==> src/rtl/board_renderer.sv <==
// Board painter for the frame-buffer adapter. It walks the board cell by cell and emits one pixel
// write per cycle. Cells that match the shadow copy of the last frame are skipped.
module board_renderer #(
  parameter int unsigned BOARD_W     = 15,
  parameter int unsigned BOARD_H     = 15,
  parameter int unsigned CELL_PX     = 8,
  parameter int unsigned X_OFFSET    = 20,
  parameter int unsigned Y_OFFSET    = 0,
  parameter int unsigned SCR_X_BITS  = 8,
  parameter int unsigned SCR_Y_BITS  = 7,
  parameter int unsigned COLOUR_BITS = 3,
  parameter logic [COLOUR_BITS-1:0] COL_BG   = 3'b110,
  parameter logic [COLOUR_BITS-1:0] COL_GRID = 3'b000,
  parameter logic [COLOUR_BITS-1:0] COL_A    = 3'b000,
  parameter logic [COLOUR_BITS-1:0] COL_B    = 3'b111,
  parameter logic [COLOUR_BITS-1:0] COL_PTR  = 3'b100,
  localparam int unsigned XB = $clog2(BOARD_W),
  localparam int unsigned YB = $clog2(BOARD_H)
) (
  input  logic                     Clck,
  input  logic                     Reset,
  input  logic                     start,
  input  logic                     full_redraw,
  input  logic [2*BOARD_W*BOARD_H-1:0] board,
  input  logic [1:0]               gaming_status,
  input  logic [XB-1:0]            pointer_loc_x,
  input  logic [YB-1:0]            pointer_loc_y,
  output logic [SCR_X_BITS-1:0]    paint_x_co,
  output logic [SCR_Y_BITS-1:0]    paint_y_co,
  output logic [COLOUR_BITS-1:0]   color,
  output logic                     print_enable,
  output logic                     busy,
  output logic                     done
);

  localparam int unsigned NCELL = BOARD_W * BOARD_H;
  localparam int unsigned IB    = $clog2(NCELL);
  localparam int unsigned PB    = $clog2(CELL_PX);

  typedef enum logic [1:0] {StIdle, StScan, StDraw, StFin} state_e;

  state_e state_q, state_d;

  logic [2*NCELL-1:0] snap_board_q, shadow_board_q;
  logic [1:0]         snap_status_q, shadow_status_q;
  logic [XB-1:0]      snap_px_q, shadow_px_q;
  logic [YB-1:0]      snap_py_q, shadow_py_q;
  logic               shadow_valid_q, eff_full_q;
  logic [IB-1:0]      idx_q;
  logic [XB-1:0]      col_q;
  logic [YB-1:0]      row_q;
  logic [PB-1:0]      px_q, py_q;

  logic [1:0] cur_code, old_code;
  logic       ptr_moved, at_new, at_old, dirty;
  logic       last_cell, last_px, last_py, ring;
  logic [COLOUR_BITS-1:0] grid_col, stone_col, pix_col;

  assign cur_code  = snap_board_q[{idx_q, 1'b0} +: 2];
  assign old_code  = shadow_board_q[{idx_q, 1'b0} +: 2];
  assign ptr_moved = (snap_px_q != shadow_px_q) || (snap_py_q != shadow_py_q);
  // An out-of-range pointer never equals a live col/row, so it highlights and dirties nothing.
  assign at_new    = (col_q == snap_px_q) && (row_q == snap_py_q);
  assign at_old    = (col_q == shadow_px_q) && (row_q == shadow_py_q);
  assign dirty     = eff_full_q || (cur_code != old_code) || (ptr_moved && (at_new || at_old));
  assign last_cell = idx_q == IB'(NCELL - 1);
  assign last_px   = px_q == PB'(CELL_PX - 1);
  assign last_py   = py_q == PB'(CELL_PX - 1);
  assign ring      = (px_q == PB'(1)) || (px_q == PB'(CELL_PX - 1)) ||
                     (py_q == PB'(1)) || (py_q == PB'(CELL_PX - 1));

  always_comb begin
    grid_col = COL_GRID;
    unique case (snap_status_q)
      2'b01:   grid_col = COL_A;
      2'b10:   grid_col = COL_B;
      2'b11:   grid_col = COL_PTR;
      default: grid_col = COL_GRID;
    endcase
    stone_col = COL_BG;
    unique case (cur_code)
      2'b01:   stone_col = COL_A;
      2'b10:   stone_col = COL_B;
      default: stone_col = COL_BG;
    endcase
    if (px_q == '0 || py_q == '0) pix_col = grid_col;
    else if (at_new && ring)      pix_col = COL_PTR;
    else                          pix_col = stone_col;
  end

  always_comb begin
    state_d = state_q;
    unique case (state_q)
      StIdle: if (start) state_d = StScan;
      StScan: begin
        if (dirty)          state_d = StDraw;
        else if (last_cell) state_d = StFin;
      end
      StDraw: if (last_px && last_py) state_d = last_cell ? StFin : StScan;
      StFin:  state_d = StIdle;
      default: state_d = StIdle;
    endcase
  end

  always_comb begin
    print_enable = (state_q == StDraw);
    busy         = (state_q != StIdle);
    done         = (state_q == StFin);
    paint_x_co   = '0;
    paint_y_co   = '0;
    color        = '0;
    if (print_enable) begin
      paint_x_co = SCR_X_BITS'(X_OFFSET + 32'(col_q) * CELL_PX + 32'(px_q));
      paint_y_co = SCR_Y_BITS'(Y_OFFSET + 32'(row_q) * CELL_PX + 32'(py_q));
      color      = pix_col;
    end
  end

  always_ff @(posedge Clck or negedge Reset) begin
    if (!Reset) state_q <= StIdle;
    else        state_q <= state_d;
  end

  always_ff @(posedge Clck or negedge Reset) begin
    if (!Reset) begin
      snap_board_q    <= '0;
      snap_status_q   <= '0;
      snap_px_q       <= '0;
      snap_py_q       <= '0;
      eff_full_q      <= 1'b0;
      shadow_board_q  <= '0;
      shadow_status_q <= '0;
      shadow_px_q     <= '0;
      shadow_py_q     <= '0;
      shadow_valid_q  <= 1'b0;
      idx_q           <= '0;
      col_q           <= '0;
      row_q           <= '0;
      px_q            <= '0;
      py_q            <= '0;
    end else begin
      unique case (state_q)
        StIdle: if (start) begin
          snap_board_q  <= board;
          snap_status_q <= gaming_status;
          snap_px_q     <= pointer_loc_x;
          snap_py_q     <= pointer_loc_y;
          eff_full_q    <= full_redraw | ~shadow_valid_q | (gaming_status != shadow_status_q);
          idx_q         <= '0;
          col_q         <= '0;
          row_q         <= '0;
        end
        StScan: begin
          if (dirty) begin
            px_q <= '0;
            py_q <= '0;
          end else if (!last_cell) begin
            idx_q <= idx_q + 1'b1;
            if (col_q == XB'(BOARD_W - 1)) begin
              col_q <= '0;
              row_q <= row_q + 1'b1;
            end else begin
              col_q <= col_q + 1'b1;
            end
          end
        end
        StDraw: begin
          if (!last_px) begin
            px_q <= px_q + 1'b1;
          end else begin
            px_q <= '0;
            if (!last_py) begin
              py_q <= py_q + 1'b1;
            end else begin
              py_q <= '0;
              shadow_board_q[{idx_q, 1'b0} +: 2] <= cur_code;
              if (!last_cell) begin
                idx_q <= idx_q + 1'b1;
                if (col_q == XB'(BOARD_W - 1)) begin
                  col_q <= '0;
                  row_q <= row_q + 1'b1;
                end else begin
                  col_q <= col_q + 1'b1;
                end
              end
            end
          end
        end
        StFin: begin
          shadow_px_q     <= snap_px_q;
          shadow_py_q     <= snap_py_q;
          shadow_status_q <= snap_status_q;
          shadow_valid_q  <= 1'b1;
        end
        default: ;
      endcase
    end
  end

endmodule

==> config.mk <==
export PLATFORM = sky130hd
export DESIGN_NAME = board_renderer
export DESIGN_NICKNAME = d
export VERILOG_FILES = /design/src/rtl/board_renderer.sv
export SDC_FILE = /design/constraint.sdc
export NUM_CORES = 2
export LEC_CHECK = 0
export BUFFER_PORTS_ARGS = -buffer_cell sky130_fd_sc_hd__buf_2
export CELL_PAD_IN_SITES_DETAIL_PLACEMENT = 1
export CELL_PAD_IN_SITES_GLOBAL_PLACEMENT = 1
export CORE_ASPECT_RATIO = 0.5
export CORE_MARGIN = 10
export CORE_UTILIZATION = 41
export CTS_BUF_LIST = sky130_fd_sc_hd__clkbuf_8
export DETAILED_ROUTE_END_ITERATION = 10
export HOLD_SLACK_MARGIN = 0.12
export PLACE_DENSITY_LB_ADDON = 0.1
export SYNTH_ARGS = -nofsm -noshare
export SYNTH_HDL_FRONTEND = slang
export SYNTH_SLANG_ARGS = --single-unit
==> constraint.sdc <==
create_clock -name Clck -period 12.47 [get_ports Clck]
set_clock_uncertainty 0.2 [all_clocks]
set_input_delay 0.6235 -clock Clck [delete_from_list [all_inputs] [get_ports Clck]]
set_output_delay 0.6235 -clock Clck [all_outputs]
set_load 0.05 [all_outputs]
* Word level (Yosys, flattened, before mapping) *
Index checks and enable logic that the tools add are counted.

operators by class
  shift-type cells = 4
  eq/ne operators = 28
  add/subtract/negate cells = 9
  reduce and logical (&&, ||, !) cells = 25
  bitwise gates (word level) = 3
  muxes and demuxes = 39

operators by type and width
  cell                                                    number
  variable part select 450 x 10 -> 2 bit                  2
  bitwise mux 450 bit                                     1
  variable shift 2 x 11 -> 450 bit, first input constant  1
  variable part select 2 x 11 -> 450 bit                  1
  two-way mux 8 bit                                       6
  two-way mux 4 bit                                       11
  one-hot mux 3 bit (2 select lines)                      4
  one-hot mux 4 bit (3 select lines)                      2
  one-hot mux 8 bit (3 select lines)                      1
  two-way mux 3 bit                                       7
  equality test 4 bit                                     4
  negation 9 -> 11 bit                                    1
  equality test 2 bit, second input constant              5
  two-way mux 2 bit                                       5
  AND reduction 3 bit                                     3
  adder 4 x 1 -> 4 bit, second input constant             2
  adder 5 x 7 -> 8 bit, first input constant              1
  adder 8 x 1 -> 8 bit, second input constant             1
  adder 8 x 3 -> 8 bit                                    1
  equality test 8 bit, second input constant              1
  logical OR 1 bit                                        8
  != test 4 bit                                           2
  one-hot mux 2 bit (4 select lines)                      1
  adder 7 x 3 -> 7 bit                                    1
  19 further kinds                                        36

word-level totals
  output and inout bits = 21
  input bits = 464
  logic and storage cells = 124
  flip-flop bits (word level) = 946

* Depth between registers and ports, before layout *
  depth in word-level cells = 8
  depth in mapped cells = 18

* Worst setup path after synthesis *
Ideal clock, no wire load.

  path kind = reg2out
  start point = register idx_q[0]
  end point = output color[2]
  buffers on the path = 4
  arrival time = 3.798 ns
  cell stages (with the launch flop) = 13
  path slack = 7.848 ns
  path through = dfrtp_1 -> buf_6 -> buf_8 -> buf_6 -> mux4_2 -> a31oi_1 -> nand4_1 -> a21oi_1 -> nor4bb_1 -> and2_1 -> clkbuf_1 -> nor2_1 -> a221oi_1

between the ends
  word-level cells in the longest chain between the ends = 6
  elaborated cells on any way between the ends = 7
  those cells by class = eq/ne (2); shift (1); mux (4)

ends and longest elaborated chain
  item                                                                 RTL line  text
  start, declared                                                      49        logic [IB-1:0] idx_q;
  start signal, assigned                                               158       idx_q <= idx_q + 1'b1;
  start signal, assigned                                               178       idx_q <= idx_q + 1'b1;
  variable part select 450 x 10 -> 2 bit (*)                           59        assign cur_code = snap_board_q[{idx_q, 1'b0} +: 2];
  equality test 2 bit or equality test 2 x 1 -> 1 bit (tied branches)  81        unique case (cur_code)
  one-hot mux 3 bit (2 select lines) (*)                               81
  two-way mux 3 bit (*)                                                87        else if (at_new && ring) pix_col = COL_PTR;
  two-way mux 3 bit (*)                                                86        if (px_q == '0 || py_q == '0) pix_col = grid_col;
  two-way mux 3 bit (*)                                                112       if (print_enable) begin
  end, declared                                                        30        output logic [COLOUR_BITS-1:0] color,

Every way passes the cells marked *; elsewhere a longest branch is shown, timed or not.

* Worst setup path after layout *
  start point = register idx_q[1]
  end point = output color[2]

The elaborated chain is that of the path after synthesis.

==> metrics.txt <==
root cell of the clock tree clkbuf_8; Synth Area in Adders less than 1%; antenna-violating nets left 0; DRT iter0 DRCs 4,230; site row count 86; CORE AREA about 110,000 um2; WP data arrival 6770 ps; final hold violation count 0; ranking of synthesized cells by area dfrtp_1 51%, nand2_1 14%, mux4_2 9.0%, mux2_2 6.6%, clkbuf_1 2.0%; number of buffers inserted by port buffering 484; Post-Synth XOR/XNOR Area less than 1%; fin crit period roughly 7600 ps; EDFF count, synth 0; startpoint types flop; vias per cell just under 6; Layout Nets 5,954; Final Non-Filler Cells slightly above 7,000; Area Overhead vs Synth 25.2%; DR vias 42,100; wire per inst slightly below 30 um; main combinational cell family by area after synthesis simple AND/OR/NAND/NOR gates; initial antenna violation count 50; first-pass GRT wire length a little over 300 mm; post-synthesis sequential area ratio roughly half; most common cell after layout, fill and taps aside nand2_1; Simple-Gate Fraction of Synth Area between 10% and 20%; Internal Power ~0.0067 W; setup TNS 0 ps; Synth Flop Type dfrtp_1; Setup-failing EPs final 0; fmax 132 MHz; Clk pwr share between 20% and 30%; final wirelength 212 mm; TritonCTS Buffers approximately 150; Multi-input gate area approximately 21,000 um2; Worst-Skew Late Latency 890 ps; synthesized flop and latch total about 950; status finished, final reports clean; CTS-repair resized insts 0; top cell type's share of synthesized area approximately 50%; fin crit share between 60% and 70%; proportion of synthesized area in mux cells about 18%; post-synth top area cell dfrtp_1; crit end category primary output; class of the worst hold path in2async; Inst Count DP 6,334; max_cap viols 0; VDD IR max 191 uV; register area around 24,000 um2; Sw Ratio 43.2%; first-pass detailed-route iteration total 6; Sw Pwr about 0.0051 W; Flop pwr share around 37%; die height approximately 260 um; RSZ-0062 raised after global routing no; clk sink count 946; Distinct cells, synth between 80 and 90; H-tree levels 4; P per Cell Area 203 nW/um2; GR Overflow Total 0; TritonCTS clock tree built; io pins 485; Placer Congestion between 0.9 and 1; share of layout cells above drive strength 1 a little under a quarter; Compound-Gate Fraction of Synth Area under 10%; Ys Warns 0; Req. time, crit path about 12,000 ps; Clock transition at path regs 70 ps; asr flop ratio synth between 90% and 100%; setup bufs post-CTS 0; Slew HR under 10%; Die Wd roughly 490 um; Post-Syn Area between 40,000 and 50,000 um2; Synth Area per Inst between 10 and 15 um2; Comb pwr share roughly 39%; syn nets between 5,000 and 6,000; Crit Path Class reg2out; DRC 0; vias in the first global route approximately 46,000; worst-margin pin slew 1380 ps; Initial Util between 40% and 50%; Final HPWL DP ~130 mm; largest net degree at the start of global routing approximately 210; Filler Cell Count 12,300; Max Buffers Root-to-Sink 3; P_leak around 28 nW; most frequent cells in the layout 1,701 x nand2_1, 942 x dfrtp_1, 483 x dlygate4sd3_1, 483 x buf_2, 272 x mux2_2; die area about 130,000 um2; post-synthesis cell count approximately 4,600; crit path max fanout 47; Max Transition Viols Final 0; GRT Total Usage between 30% and 40%
==> path summary, 6_finish.rpt <==
path / slack [ps] / endpoint / from / cells past startpoint
max: 4880 / color[2] / idx_q[1] / 13
min: 180 / shadow_board_q[40] / Reset / 2
max reg2reg: 5670 / shadow_board_q[246] / idx_q[1] / 14
min reg2reg: 270 / snap_board_q[253] / snap_board_q[253] / 2
max in group asynchronous: 9260 / shadow_board_q[72] / Reset / 4
min in group Clck: 270 / snap_board_q[253] / snap_board_q[253] / 2
==> Yosys cell counts (all sizes together), types with 38 or more instances <==
cell / number
clkbuf: 248
buf: 74
dfrtp: 946
nand3: 61
o21ai: 155
nand2: 1706
mux2i: 86
nor2: 216
o31ai: 38
o41ai: 95
mux2: 275
nor3: 71
mux4: 185
a21oi: 60
==> power groups by stage <==
stage | Sequential (W) | Combinational (W) | Clock, W
4_1_cts | 0.00435 | 0.00442 | 0.00279
3_5_place_dp | 0.00440 | 0.00427 | 0
3_3_place_gp | 0.00436 | 0.00419 | 0
5_1_grt | 0.00447 | 0.00486 | 0.00297
6_report | 0.00440 | 0.00457 | 0.00279
2_1_floorplan | 0.00413 | 0.00285 | 0
==> repair_timing <==
| action | in CTS | in global routing |
|---|---|---|
| hold buffers | 483 | 0 |
| endpoints found under the setup margin | 0 | 0 |
| endpoints found under the hold margin | 559 | 0 |
==> metrics by stage <==
| stage | power, W | setup slack (ps) | util, % | hold slack (ps) | instance area [um2] |
|---|---|---|---|---|---|
| after global placement | 0.00855 | 5960 | 44.9 | 247 | 49900 |
| final | 0.0118 | 4880 | 52.1 | 180 | 57800 |
| after CTS | 0.0116 | 4930 | 52.0 | 186 | 57700 |
| after floorplan | 0.00697 | 7850 | - | 128 | 46200 |
| after global routing | 0.0123 | 4550 | 52.1 | 252 | 57800 |
| after detailed placement | 0.00868 | 5840 | 44.9 | 254 | 49900 |
==> worst max-delay path, cell delays in order (launching register included) <==
cell	delay [ps]
dfrtp_4	860
buf_4	610
buf_4	730
nor2b_1	800
a221oi_1	240
o221ai_1	240
a21oi_1	100
nor4bb_1	400
and2_2	230
buf_4	420
buf_4	460
nor2_1	100
a221oi_1	280
buf_2	320
==> cell families after synthesis <==
kind of cell,count (synthesis)
AOI/OAI and AO/OA,517
xor gates and xnor gates,34
adders and majority gates,20
buffers and inverters,347
DFF,946
muxes,546
and+or+nand+nor,2181
==> registers in the layout, indices dropped and copies added (netlist names), 4 cells and up <==
signal          count
snap_board_q      450
idx_q               8
shadow_px_q         4
shadow_board_q    450
col_q               4
shadow_py_q         4
snap_px_q           4
snap_py_q           4
row_q               4
==> routing by layer <==
layer / track usage, % / up-vias / routed length (um)
li1: - / 17600 / -
met1: 39.0 / 21700 / 81200
met5: 0 / - / 25
met2: 51.2 / 1999 / 98600
met3: 9.09 / 739 / 17500
met4: 21.2 / 4 / 14500
==> cell type report <==
class | count | area share (%)
flip-flops and latches | 946 | 41.0
inverters | 25 | 0.162
clock buffers | 192 | 4.57
clock inverters | 74 | 0.602
multi-input cells | 3298 | 36.4
repair buffers | 1052 | 13.8
well taps | 1496 | 3.24
diodes | 52 | 0.225
Note: power is estimated with default switching activity, not from simulation.
